<file path="config.mk">
export PLATFORM = sky130hd
export DESIGN_NAME = uart_rx
export DESIGN_NICKNAME = d
export VERILOG_FILES = /design/src/rtl/uart_rx.sv
export SDC_FILE = /design/constraint.sdc
export NUM_CORES = 1
export LEC_CHECK = 0
export ABC_CLOCK_PERIOD_IN_PS = 3600
export CAP_MARGIN = 25
export CORE_UTILIZATION = 45
export DETAILED_ROUTE_END_ITERATION = 8
export DONT_BUFFER_PORTS = 1
export GPL_TIMING_DRIVEN = 0
export PLACE_DENSITY = 0.63
export RECOVER_POWER = 25
export SYNTH_ARGS = -nofsm -noshare
export SYNTH_HDL_FRONTEND = slang
export SYNTH_SLANG_ARGS = --single-unit
</file>
<file path="constraint.sdc">
create_clock -name clk -period 3.6 [get_ports clk]
set_input_delay 0.9 -clock clk [delete_from_list [all_inputs] [get_ports clk]]
set_output_delay 0.9 -clock clk [all_outputs]
set_load 0.03 [all_outputs]
</file>
<file path="src/rtl/uart_rx.sv">
// -----------------------------------------------------------------------------
// uart_rx
//   Receive half of the UART link. Deserialises an asynchronous frame from the
//   pin rxd_i into a byte and hands it to the core with a single-cycle pulse.
//   Default frame is 8N1: start bit, 8 data bits LSB first, stop bit.
//
//   Optional feature macro: UART_RX_PARITY_EN
//     defined     -> frame is 8E1. A parity bit follows the data bits. The
//                    combined parity of the data and parity bits must be even.
//     not defined -> frame is 8N1 and parity_err_o is tied low.
//
// Parameters
//   CLKS_PER_BIT  clk cycles per bit. This matches the transmitter baud tick.
//   SYNC_STAGES   number of flops in the rxd synchroniser. Must be >= 2.
//
// Ports
//   clk           system clock. All logic runs on posedge.
//   reset         synchronous, active-high.
//   rxd_i         serial line. Idles high and is asynchronous to clk.
//   rx_data_o     last good byte. Held until the next good frame completes.
//   rx_valid_o    one-cycle pulse: rx_data_o was updated by a good frame.
//   frame_err_o   one-cycle pulse: the stop bit was sampled low.
//   parity_err_o  one-cycle pulse alongside rx_valid_o on a parity mismatch.
//   rx_busy_o     high from start-bit detect until the receiver returns to idle.
// -----------------------------------------------------------------------------
module uart_rx #(
    parameter int CLKS_PER_BIT = 501,
    parameter int SYNC_STAGES  = 2
) (
    input  logic       clk,
    input  logic       reset,
    input  logic       rxd_i,
    output logic [7:0] rx_data_o,
    output logic       rx_valid_o,
    output logic       frame_err_o,
    output logic       parity_err_o,
    output logic       rx_busy_o
);

    localparam int CNT_W = $clog2(CLKS_PER_BIT);
    // The last count of a full bit period.
    localparam logic [CNT_W-1:0] CNT_LAST = CNT_W'(CLKS_PER_BIT - 1);
    // The offset from the start-bit edge to the middle of the start bit.
    // Every later sample then lands one full bit period further on.
    localparam logic [CNT_W-1:0] CNT_HALF = CNT_W'((CLKS_PER_BIT - 1) / 2);

    typedef enum logic [2:0] {
        S_IDLE   = 3'd0,
        S_START  = 3'd1,
        S_DATA   = 3'd2,
        S_STOP   = 3'd3,
`ifdef UART_RX_PARITY_EN
        S_PARITY = 3'd5,
`endif
        S_BREAK  = 3'd4
    } state_t;

    logic [SYNC_STAGES-1:0] sync_q;
    logic [SYNC_STAGES-1:0] sync_d;
    logic                   rxs;

    state_t                 state_q;
    logic [CNT_W-1:0]       clk_cnt_q;
    logic [2:0]             bit_idx_q;
    logic [7:0]             shift_q;
    logic [7:0]             data_q;
    logic                   valid_q;
    logic                   ferr_q;
    logic                   perr_q;
    logic                   busy_q;
`ifdef UART_RX_PARITY_EN
    logic                   par_q;
`endif

    // New samples enter at bit 0. The oldest, settled sample drives the FSM.
    assign sync_d = {sync_q[SYNC_STAGES-2:0], rxd_i};
    assign rxs    = sync_q[SYNC_STAGES-1];

    always_ff @(posedge clk) begin
        if (reset) begin
            // The synchroniser resets to the idle line level. This prevents a
            // false start bit straight out of reset.
            sync_q    <= '1;
            state_q   <= S_IDLE;
            clk_cnt_q <= '0;
            bit_idx_q <= '0;
            data_q    <= '0;
            valid_q   <= 1'b0;
            ferr_q    <= 1'b0;
            perr_q    <= 1'b0;
            busy_q    <= 1'b0;
        end else begin
            sync_q  <= sync_d;
            // The status outputs are pulses. They default low every cycle.
            valid_q <= 1'b0;
            ferr_q  <= 1'b0;
            perr_q  <= 1'b0;

            case (state_q)
                S_IDLE: begin
                    if (!rxs) begin
                        state_q   <= S_START;
                        clk_cnt_q <= '0;
                        busy_q    <= 1'b1;
                    end
                end

                S_START: begin
                    if (clk_cnt_q == CNT_HALF) begin
                        clk_cnt_q <= '0;
                        bit_idx_q <= '0;
                        if (!rxs) begin
                            state_q <= S_DATA;
                        end else begin
                            // The line went high again before mid start bit.
                            // Treat it as a glitch and drop it silently.
                            state_q <= S_IDLE;
                            busy_q  <= 1'b0;
                        end
                    end else begin
                        clk_cnt_q <= clk_cnt_q + 1'b1;
                    end
                end

                S_DATA: begin
                    if (clk_cnt_q == CNT_LAST) begin
                        clk_cnt_q          <= '0;
                        shift_q[bit_idx_q] <= rxs;
                        bit_idx_q          <= bit_idx_q + 1'b1;
                        if (bit_idx_q == 3'd7) begin
`ifdef UART_RX_PARITY_EN
                            state_q <= S_PARITY;
`else
                            state_q <= S_STOP;
`endif
                        end
                    end else begin
                        clk_cnt_q <= clk_cnt_q + 1'b1;
                    end
                end

`ifdef UART_RX_PARITY_EN
                S_PARITY: begin
                    if (clk_cnt_q == CNT_LAST) begin
                        clk_cnt_q <= '0;
                        par_q     <= rxs;
                        state_q   <= S_STOP;
                    end else begin
                        clk_cnt_q <= clk_cnt_q + 1'b1;
                    end
                end
`endif

                S_STOP: begin
                    if (clk_cnt_q == CNT_LAST) begin
                        clk_cnt_q <= '0;
                        if (rxs) begin
                            data_q  <= shift_q;
                            valid_q <= 1'b1;
`ifdef UART_RX_PARITY_EN
                            // For even parity, the XOR of the data and
                            // parity bits must be zero.
                            perr_q  <= ^{shift_q, par_q};
`endif
                            state_q <= S_IDLE;
                            busy_q  <= 1'b0;
                        end else begin
                            // On a bad stop bit, the byte is discarded and
                            // any parity result is suppressed.
                            ferr_q  <= 1'b1;
                            state_q <= S_BREAK;
                        end
                    end else begin
                        clk_cnt_q <= clk_cnt_q + 1'b1;
                    end
                end

                S_BREAK: begin
                    // Stay here while the line is held low. A new start bit
                    // needs a fresh falling edge.
                    if (rxs) begin
                        state_q <= S_IDLE;
                        busy_q  <= 1'b0;
                    end
                end

                default: begin
                    state_q <= S_IDLE;
                    busy_q  <= 1'b0;
                end
            endcase
        end
    end

    assign rx_data_o   = data_q;
    assign rx_valid_o  = valid_q;
    assign frame_err_o = ferr_q;
    assign rx_busy_o   = busy_q;
`ifdef UART_RX_PARITY_EN
    assign parity_err_o = perr_q;
`else
    assign parity_err_o = 1'b0;
`endif

endmodule
</file>
==> results.tsv <==
metric	value	unit
r2r_slack	1470	ps
status	finished clean	
start_util	47.9	%
core-area	3720	µm²
postCtsHoldBufs	0	
netlist.area_leader.share	31.5	%
dr.pass1.iters	4	
vdd.ir_drop.worst	0.269	mV
syn_to_final_growth	8.01	%
max_freq	470	MHz
grt_max_degree	17	
clkLatencyLatePin	280	ps
min_path_cells	1	
grt.busiest_layer	met2	
boundaryPins	15	
diodes	0	
hold_violations	0	
htreeDepth	2	
synth-seq-cells	36	
synth_area_per_cell	9.32	µm²
power_density	469	nW/µm²
worstPathArrival	2350	ps
synth_area	1780	µm²
clk_pin_slew_worst_paths	70	ps
synthTopCellsByArea	dfxtp_1 (31%), edfxtp_1 (13%), mux2i_1 (5.1%), nor2_1 (4.4%), nand2_1 (3.8%)	
die_area	4210	µm²
relSlewSlack	40.2	%
num_vias	1405	
die_y	64.9	µm
cts_setup_buffers	0	
cts.repair.resized	0	
crit_fanout	7	
grtUsageMet3	4.23	%
routed_wl	3.59	mm
cp_data_required_time	3820	ps
drv_cap	0	
utilization	51.8	%
synth_area_leader_cell	dfxtp_1	
viasPerCell	5.69	
startpoint_type	flip-flop	
cp-end-kind	flip-flop	
tightestPinTransition	891	ps
gp_congestion	0.856	
layout_common_cells	dfxtp_1 (28), nor2_1 (21), nand2_1 (18)	
final-max-slew-violation-count	0	
numCtsBuffers	5	
rsz0062_at_grt	no	
finalSetupViolCount	0	
wl_per_cell	14.5	µm
syn_nets	199	
crit_type	flip-flop to flip-flop	
ys_async_sr_fraction	0	%
seq_area_frac_synth	45.0	%
min_path_type	flip-flop to flip-flop	
finClkSkew	7.80	ps
clockBufferDepth	2	
min_period	2130	ps
ys_warn_count	0	
antenna_found_initial	0	
cts_sinks	36	
grt_pass1_wl	6.02	mm
min_period_over_period	59.1	%
grt_util_all_layers	18.9	%
synth-edff-count	8	
dpl.hpwl	2.52	mm
first_global_vias	1348	
remaining_drc_errors	0	
die_width	64.9	µm
final_nets	206	
cts_tree	done	
io_buffers	0	
ys_types	46	
placementRows	22	
gr-usage-met2	32.4	%
cts_root_buf	clkbuf_8	
leakagePower	0.689	nW
r2r_cells	7	
synth_top_flop_cell	dfxtp_1	
ant_nets	0	
drtIter0Drc	61	
timing.setup.tns	0	ps
grt_use_met1	22.5	%
syn_inst	191	
drive_above_1_share	11.1	%
final_common_cell	dfxtp_1	
grt_remaining_overflow	0	
synthesized netlist by cell type (4+ instances only):
| cell type | count |
|---|---|
| dfxtp_1 | 28 |
| inv_1 | 5 |
| nand2_1 | 18 |
| o21ai_0 | 4 |
| a21oi_1 | 8 |
| mux2i_1 | 9 |
| nor3_1 | 9 |
| nand4b_1 | 4 |
| or3b_1 | 4 |
| nand2b_1 | 6 |
| o22ai_1 | 8 |
| ha_1 | 5 |
| o21a_1 | 5 |
| buf_2 | 5 |
| edfxtp_1 | 8 |
| nor2_1 | 21 |
stage by stage:
step | area [µm²] | instances | power (W) | setup slack, ps | hold slack [ps]
finish | 1920 | 247 | 0.000902 | 1470 | 426
CTS | 1920 | 247 | 0.000911 | 1420 | 432
global placement | 1840 | 239 | 0.000634 | 1340 | 398
global route | 1920 | 247 | 0.000953 | 1290 | 451
detailed placement | 1840 | 239 | 0.000639 | 1270 | 402
floorplan | 1780 | 191 | 0.000601 | 1600 | 389
final timing paths:
kind / from / to
hold reg to reg: sync_q[0] / sync_q[1]
setup reg to reg: clk_cnt_q[0] / clk_cnt_q[4]
setup / recovery: clk_cnt_q[0] / clk_cnt_q[4]
hold / removal: sync_q[0] / sync_q[1]
kinds of logic after synthesis:
group	share of synthesized area, %
flops	45.0
mux	5.90
fa+ha+maj	3.51
buf+inv	3.72
simple gates	28.2
compound gates	13.5
other cells	0.211
layer usage:
layer / vias to the layer above / routed length, µm
met5: - / 0
met4: 0 / 49
met3: 5 / 151
met2: 30 / 1750
met1: 663 / 1640
li1: 707 / -
critical path: stages, from the launching register on:
cell and delay (ps):
dfxtp_1 420, inv_1 90, ha_1 220, and4b_1 180, buf_2 160, a211oi_1 730, o22ai_1 170, nand2_1 100
layout make-up:
type / instances / area, µm²
fill: 368 / 1790
multi-input combinational: 140 / 913
sequential: 36 / 801
clock buffer: 5 / 68.8
tap: 48 / 60.1
buffer: 10 / 47.5
inverter: 5 / 18.8
clock inverter: 3 / 13.8
where the power goes:
part	total, W	switching, W	internal (W)
logic	0.000181	0.000102	0.0000783
clock network	0.000271	0.000140	0.000131
registers	0.000450	0.0000215	0.000428
total	0.000902	0.000264	0.000638
state kept, by name (all words and copies together) (netlist names):
| signal | cells |
|---|---|
| clk_cnt_q | 9 |
| rx_data_o | 8 |
| shift_q | 8 |
| bit_idx_q | 3 |
| state_q | 3 |
| sync_q | 2 |
| frame_err_o | 1 |
| rx_busy_o | 1 |
| rx_valid_o | 1 |
Note: power is estimated with default switching activity, not from simulation.
